`src/rtl/uart_tx_fifo.sv`:
```
// uart_tx_fifo: circular byte FIFO feeding uart_tx one word per frame.
// Optional feature: define UART_TX_FIFO_TIMEOUT_EN to reissue a word when the
// transmitter never leaves idle within TIMEOUT_CYCLES cycles of the valid pulse.
module uart_tx_fifo #(
  parameter int unsigned UART_DATA_WIDTH = 8,
  parameter int unsigned FIFO_DEPTH_LOG2 = 4,
  parameter int unsigned TIMEOUT_CYCLES  = 16
) (
  input  logic                       i_clk_sys,
  input  logic                       i_rst,
  input  logic [UART_DATA_WIDTH-1:0] i_wr_data,
  input  logic                       i_wr_en,
  output logic                       o_full,
  output logic                       o_empty,
  output logic [FIFO_DEPTH_LOG2:0]   o_level,
  output logic                       o_overflow,
  input  logic                       i_uart_idle,
  output logic [UART_DATA_WIDTH-1:0] o_data_tx,
  output logic                       o_data_valid,
  output logic                       o_busy
);

  localparam int unsigned DEPTH = 1 << FIFO_DEPTH_LOG2;
  localparam int unsigned LVL_W = FIFO_DEPTH_LOG2 + 1;
  localparam int unsigned PTR_W = FIFO_DEPTH_LOG2;

  typedef enum logic [1:0] {
    IDLE      = 2'd0,
    WAIT_BUSY = 2'd1,
    WAIT_DONE = 2'd2
  } state_t;

  state_t                     state;
  logic [UART_DATA_WIDTH-1:0] mem [DEPTH];
  logic [PTR_W-1:0]           wr_ptr;
  logic [PTR_W-1:0]           rd_ptr;
  logic [LVL_W-1:0]           level_next;
  logic                       wr_accept;
  logic                       pop;

`ifdef UART_TX_FIFO_TIMEOUT_EN
  localparam int unsigned CNT_W = $clog2(TIMEOUT_CYCLES + 1);
  logic [CNT_W-1:0] tmo_cnt;
`endif

  // A full FIFO rejects writes even when a pop happens on the same edge.
  assign wr_accept = i_wr_en && !o_full;
  assign pop       = (state == IDLE) && !o_empty && i_uart_idle;

  // Next occupancy from the write/pop pair.
  always_comb begin
    level_next = o_level;
    case ({wr_accept, pop})
      2'b10:   level_next = o_level + LVL_W'(1);
      2'b01:   level_next = o_level - LVL_W'(1);
      default: level_next = o_level;
    endcase
  end

  // Storage array; contents need no reset since the level gates every read.
  always_ff @(posedge i_clk_sys) begin
    if (wr_accept) begin
      mem[wr_ptr] <= i_wr_data;
    end
  end

  // Pointers, level, registered full/empty flags and overflow pulse.
  always_ff @(posedge i_clk_sys) begin
    if (i_rst) begin
      wr_ptr     <= '0;
      rd_ptr     <= '0;
      o_level    <= '0;
      o_full     <= 1'b0;
      o_empty    <= 1'b1;
      o_overflow <= 1'b0;
    end else begin
      if (wr_accept) begin
        wr_ptr <= wr_ptr + PTR_W'(1);
      end
      if (pop) begin
        rd_ptr <= rd_ptr + PTR_W'(1);
      end
      o_level    <= level_next;
      o_full     <= (level_next == LVL_W'(DEPTH));
      o_empty    <= (level_next == '0);
      o_overflow <= i_wr_en && o_full;
    end
  end

  // Dispatcher: issue one word, wait for the transmitter to go busy, then idle.
  always_ff @(posedge i_clk_sys) begin
    if (i_rst) begin
      state        <= IDLE;
      o_data_tx    <= '0;
      o_data_valid <= 1'b0;
      o_busy       <= 1'b0;
`ifdef UART_TX_FIFO_TIMEOUT_EN
      tmo_cnt      <= '0;
`endif
    end else begin
      o_data_valid <= 1'b0;
      case (state)
        IDLE: begin
          if (pop) begin
            o_data_tx    <= mem[rd_ptr];
            o_data_valid <= 1'b1;
            o_busy       <= 1'b1;
            state        <= WAIT_BUSY;
`ifdef UART_TX_FIFO_TIMEOUT_EN
            tmo_cnt      <= '0;
`endif
          end
        end
        WAIT_BUSY: begin
          if (!i_uart_idle) begin
            state <= WAIT_DONE;
          end
`ifdef UART_TX_FIFO_TIMEOUT_EN
          else if (tmo_cnt == CNT_W'(TIMEOUT_CYCLES - 1)) begin
            // Transmitter missed the pulse: resend the held word, no extra pop.
            o_data_valid <= 1'b1;
            tmo_cnt      <= '0;
          end else begin
            tmo_cnt <= tmo_cnt + CNT_W'(1);
          end
`endif
        end
        WAIT_DONE: begin
          if (i_uart_idle) begin
            state  <= IDLE;
            o_busy <= 1'b0;
          end
        end
        default: begin
          state  <= IDLE;
          o_busy <= 1'b0;
        end
      endcase
    end
  end

endmodule
```
`config.mk`:
```
export PLATFORM = sky130hd
export DESIGN_NAME = uart_tx_fifo
export DESIGN_NICKNAME = d
export VERILOG_FILES = /design/src/rtl/uart_tx_fifo.sv
export SDC_FILE = /design/constraint.sdc
export NUM_CORES = 1
export LEC_CHECK = 0
export BUFFER_PORTS_ARGS = -buffer_cell sky130_fd_sc_hd__buf_4
export CORE_UTILIZATION = 30
export CTS_CLUSTER_DIAMETER = 60
export CTS_CLUSTER_SIZE = 30
export DETAILED_ROUTE_END_ITERATION = 10
export SETUP_SLACK_MARGIN = 0.1
export SYNTH_ARGS = -nofsm -noshare
export SYNTH_HDL_FRONTEND = slang
export SYNTH_SLANG_ARGS = --single-unit
export TNS_END_PERCENT = 50
```
`constraint.sdc`:
```
create_clock -name i_clk_sys -period 7.8 [get_ports i_clk_sys]
set_clock_uncertainty 0.05 [all_clocks]
set_input_delay 0.78 -clock i_clk_sys [delete_from_list [all_inputs] [get_ports i_clk_sys]]
set_output_delay 0.78 -clock i_clk_sys [all_outputs]
set_load 0.02 [all_outputs]
```
Word level (Yosys, flattened, before mapping):

Memories as Yosys holds them, arrays and structs flattened. A register that Yosys moved wholly into a read port is not among the register bits.
Index checks and enable logic that the tools add are counted.

* add/sub/neg operators: 4
* multipliers: 0
* divide/modulo/power cells: 0
* order comparisons: 0
* eq/ne operators: 8
* shift-type cells: 0
* mux-type cells: 11
* bitwise operators: 2
* reduce and logical (&&, ||, !) cells: 12

Operators by type and width (count)
* case mux 5 bit (2 select lines): 1
* adder 4 x 1 -> 4 bit, second input constant: 2
* two-way mux 2 bit: 3
* != test 2 bit, second input constant: 3
* case mux 2 bit (3 select lines): 1
* AND reduction 3 bit: 2
* adder 5 x 1 -> 5 bit, second input constant: 1
* equality test 5 bit, second input constant: 1
* logical NOT 5 bit: 1
* two-way mux 1 bit: 5
* subtractor 5 x 1 -> 5 bit, second input constant: 1
* equality test 2 x 1 -> 1 bit, second input constant: 2
* equality test 2 bit, second input constant: 2
* logical AND 1 bit: 4
* case mux 1 bit (3 select lines): 1
* logical NOT 1 bit: 2
* logical NOT 2 bit: 1
* NOT 1 bit: 2
* AND reduction 2 bit: 1
* OR reduction 2 bit: 1

* flip-flop bits (word level): 20
* latch bits: 0
* memory bits (writable): 128
* ROM bits: 0
* bits of input ports: 12
* output and inout bits: 18
* word-level logic and storage cells: 47
* memories kept: 1

Memories
* mem: depth 16, bits a word 8, rd ports 1, clocked after memory_dff 1, write ports 1, RTL line 34 `logic [UART_DATA_WIDTH-1:0] mem [DEPTH];`

Depth between registers and ports, before layout:

* depth after elaboration: 6
* depth in mapped cells: 12
* depth with buffers taken out: 11

Worst setup path after synthesis:

Ideal clock, no wire load.

* path type: input-to-reg
* start: in i_uart_idle
* end: reg o_empty
* library setup time: 0.115 ns
* data arrival time: 2.787 ns
* required time: 7.635 ns
* slack: 4.848 ns
* stages on the path: 11
* buffers on the path: 2
* cell sequence: or4b_4 -> clkinv_2 -> clkbuf_1 -> ha_1 -> buf_4 -> nor2_1 -> nand2_1 -> a21oi_1 -> a2111oi_4 -> xnor2_1 -> a31o_1

* word-level cells in the longest chain between the ends: 4
* elaborated cells between the ends (all ways): 5
* classes of those cells: eq/ne (2); mux (1); reduce/logical (2)

RTL lines
* start: declaration: RTL line 17 `input logic i_uart_idle,`
* logical AND 1 bit *: RTL line 48 `assign pop = (state == IDLE) && !o_empty && i_uart_idle;`
* equality test 2 x 1 -> 1 bit / equality test 2 bit (equally long branches): RTL line 53 `case ({wr_accept, pop})`
* case mux 5 bit (2 select lines) *: RTL line 53
* logical NOT 5 bit *: RTL line 85 `o_empty <= (level_next == '0);`
* end signal: assignment: RTL line 85
* end: declaration: RTL line 14 `output logic o_empty,`

Mark *: on every way between the ends. The rest lies on a longest branch, timed or not.
A chain may end at the register's enable or synchronous reset.

Worst setup path after layout:

* start: in i_uart_idle
* end: reg o_full

* word-level cells in the longest chain between the ends: 4
* elaborated cells between the ends (all ways): 5
* classes of those cells: eq/ne (3); mux (1); reduce/logical (1)

RTL lines
* logical AND 1 bit *: RTL line 48
* equality test 2 x 1 -> 1 bit / equality test 2 bit (equally long branches): RTL line 53
* case mux 5 bit (2 select lines) *: RTL line 53
* equality test 5 bit *: RTL line 84 `o_full <= (level_next == LVL_W'(DEPTH));`
* end signal: assignment: RTL line 84
* end: declaration: RTL line 13 `output logic o_full,`

Marked as above.

==> results.ini <==
[clock_network]
htree_levels=4
insertion_delay_ns=0.42
path_clk_slew_ns=0.06
post_cts_resize_count=0
clkSinkCount=156
clockBufferDepth=2
cts_tree=built
postCtsHoldBufs=0
clock-root-buffer=clkbuf_16
cts_setup_buffers=0
cts_buffers=17

[die]
start_util=0.306
pin_count=30
chipHeight_um=146
dieArea_um2=21200
die_w_um=146
num_rows=52
fp.coreArea_um2=20200

[worst_setup_path]
arrival_ns=3.20
start_kind=primary input
crit_path_max_fanout=15
endpoint_kind=flip-flop
critPathKind=primary input to flip-flop
crit_required_ns=8.08

[synth]
yosysWarnings=0
ys_seq_area_frac=0.712
synth_cell_types=37
synth_edf_count=128
synthTopCellsByArea=edfxtp_1 62%, mux4_2 15%, dfxtp_1 9.1%
ys_async_sr_fraction=0
synth_flop_cell=edfxtp_1
synth_nets=371
synthesis.area_um2=6180
netlist.area_leader.share=0.622
yosysMostFrequentCell=edfxtp_1
avgSynthCellArea_um2=17.6
yosysTopAreaCell=edfxtp_1
synth_seq_cells=156
synth.top_cells.by_count=128 x edfxtp_1, 40 x mux4_2, 29 x nand2_1, 29 x nor2_1, 28 x dfxtp_1
synthCells=351

[global_routing]
overflow=0
antenna_found_initial=0
grt_max_degree=36
grt_first_pass_wirelength_um=18100
grt_pass1_vias=3220
track_usage=0.115

[timing]
rsz0062_at_grt=false
drv_slew=0
setup_viol=0
fmax_mhz=342
setup_tns_ns=0
fin_crit_sh=0.375
worstMarginPinSlew_ns=0.848
finalHoldViolCount=0
fin_crit_ns=2.92
slew_headroom=0.432

[finish]
final_layout_size_suffix_gt1_frac=0.285
nets=403
design_area_um2=7290
area_growth_pct=18.0
diodes=0
fillCellCount=1865

[pwr]
p_per_area_nw_per_um2=272
power_mw=1.98
ir_worst_vdd_v=0.000150
p_leak_nw=2.37

[min_path]
hp-class=flip-flop to flip-flop

[routing]
dr.pass1.iters=4
drt_wl_total_um=11200
ant_nets=0
drc=0
vias=3065
wl_per_cell_um=16.8
drt_iter0_drc=230
routed_via_density=4.60

[placement]
io_buffers=29
gp_congestion=0.790
dpl_cell_area_um2=6690
dp_hpwl_um=7780

[flow_run]
cap_viol_max_count=0

[status]
status=completed

==> per-layer routing <==
metal / up-vias / GRT usage / routed length [µm]
met5: - / 0 / 0
met4: 0 / 0.0611 / 242
met3: 13 / 0.0285 / 416
met2: 60 / 0.191 / 5590
met1: 1560 / 0.140 / 4960
li1: 1432 / - / -
==> flip-flops by register name, indices dropped and copies added, names as in the netlist <==
| name | flops |
|---|---|
| mem | 128 |
| o_busy | 1 |
| o_data_tx | 8 |
| o_data_valid | 1 |
| o_empty | 1 |
| o_full | 1 |
| o_level | 5 |
| o_overflow | 1 |
| rd_ptr | 4 |
| state | 2 |
| wr_ptr | 4 |
==> worst max-delay path, cell delays in order <==
cell and delay, ns:
buf_4 0.10, or4b_4 0.55, clkinv_2 0.20, nand2_2 0.13
xnor2_1 0.15, ha_1 0.22, o211ai_1 0.18, a21oi_1 0.12
a2111oi_4 0.34, xnor2_1 0.15, nor4bb_1 0.26
==> final timing paths <==
check	endpoint	slack, ns	from	cells past startpoint
worst min register to register	o_data_tx[3]	0.41	o_data_tx[3]	2
worst max register to register	o_full	4.92	state[1]	10
worst min-delay path	o_data_tx[3]	0.41	o_data_tx[3]	2
worst max-delay path	o_full	4.88	i_uart_idle	11
==> per-stage QoR <==
stage / setup WS [ns] / std cells / hold slack, ns / utilization
finish: 4.88 / 666 / 0.407 / 0.360
global route: 4.68 / 666 / 0.437 / 0.360
CTS: 4.89 / 666 / 0.407 / 0.360
detailed placement: 4.45 / 634 / 0.398 / 0.331
global placement: 4.55 / 634 / 0.398 / 0.331
floorplan: 4.85 / 351 / 0.416 / -
==> report_power, final <==
part | switching (mW) | total [mW] | internal, mW
registers | 0.0260 | 0.950 | 0.924
logic | 0.106 | 0.205 | 0.0988
clock network | 0.346 | 0.829 | 0.484
==> cell usage in the layout (no fill, tap or decap), drive strengths merged, types with 2 or more instances in the layout <==
cell / Yosys / final
nor2b: 4 / 4
clkinvlp: 0 / 2
xor2: 5 / 5
a21oi: 16 / 16
nand2b: 3 / 3
ha: 8 / 8
clkinv: 1 / 4
inv: 4 / 12
nand4: 2 / 2
edfxtp: 128 / 128
mux2i: 2 / 2
bufinv: 0 / 2
nor3: 6 / 6
a21o: 3 / 3
clkbuf: 14 / 17
buf: 8 / 35
mux4: 40 / 40
dfxtp: 28 / 28
nor2: 29 / 29
o21ai: 2 / 2
xnor2: 6 / 6
nand2: 30 / 30
==> kinds of logic (layout without fill, tap and decap cells) <==
family,Yosys count,after routing,synth area share
simple gates,78,78,0.0565
buf+inv,27,72,0.0186
mux,42,42,0.149
xor+xnor,11,11,0.0156
flops,156,156,0.712
compound gates,29,29,0.0318
fa+ha+maj,8,8,0.0162
==> layout make-up <==
class | count | area (µm²) | share of cell area
Inverter | 5 | 20.0 | 0.00275
Clock buffer | 17 | 425 | 0.0583
Timing Repair Buffer | 35 | 263 | 0.0360
Multi-Input combinational cell | 168 | 1660 | 0.228
Clock inverter | 15 | 178 | 0.0244
Sequential cell | 156 | 4410 | 0.604
Tap cell | 270 | 338 | 0.0463
Note: power is estimated with default switching activity, not from simulation.
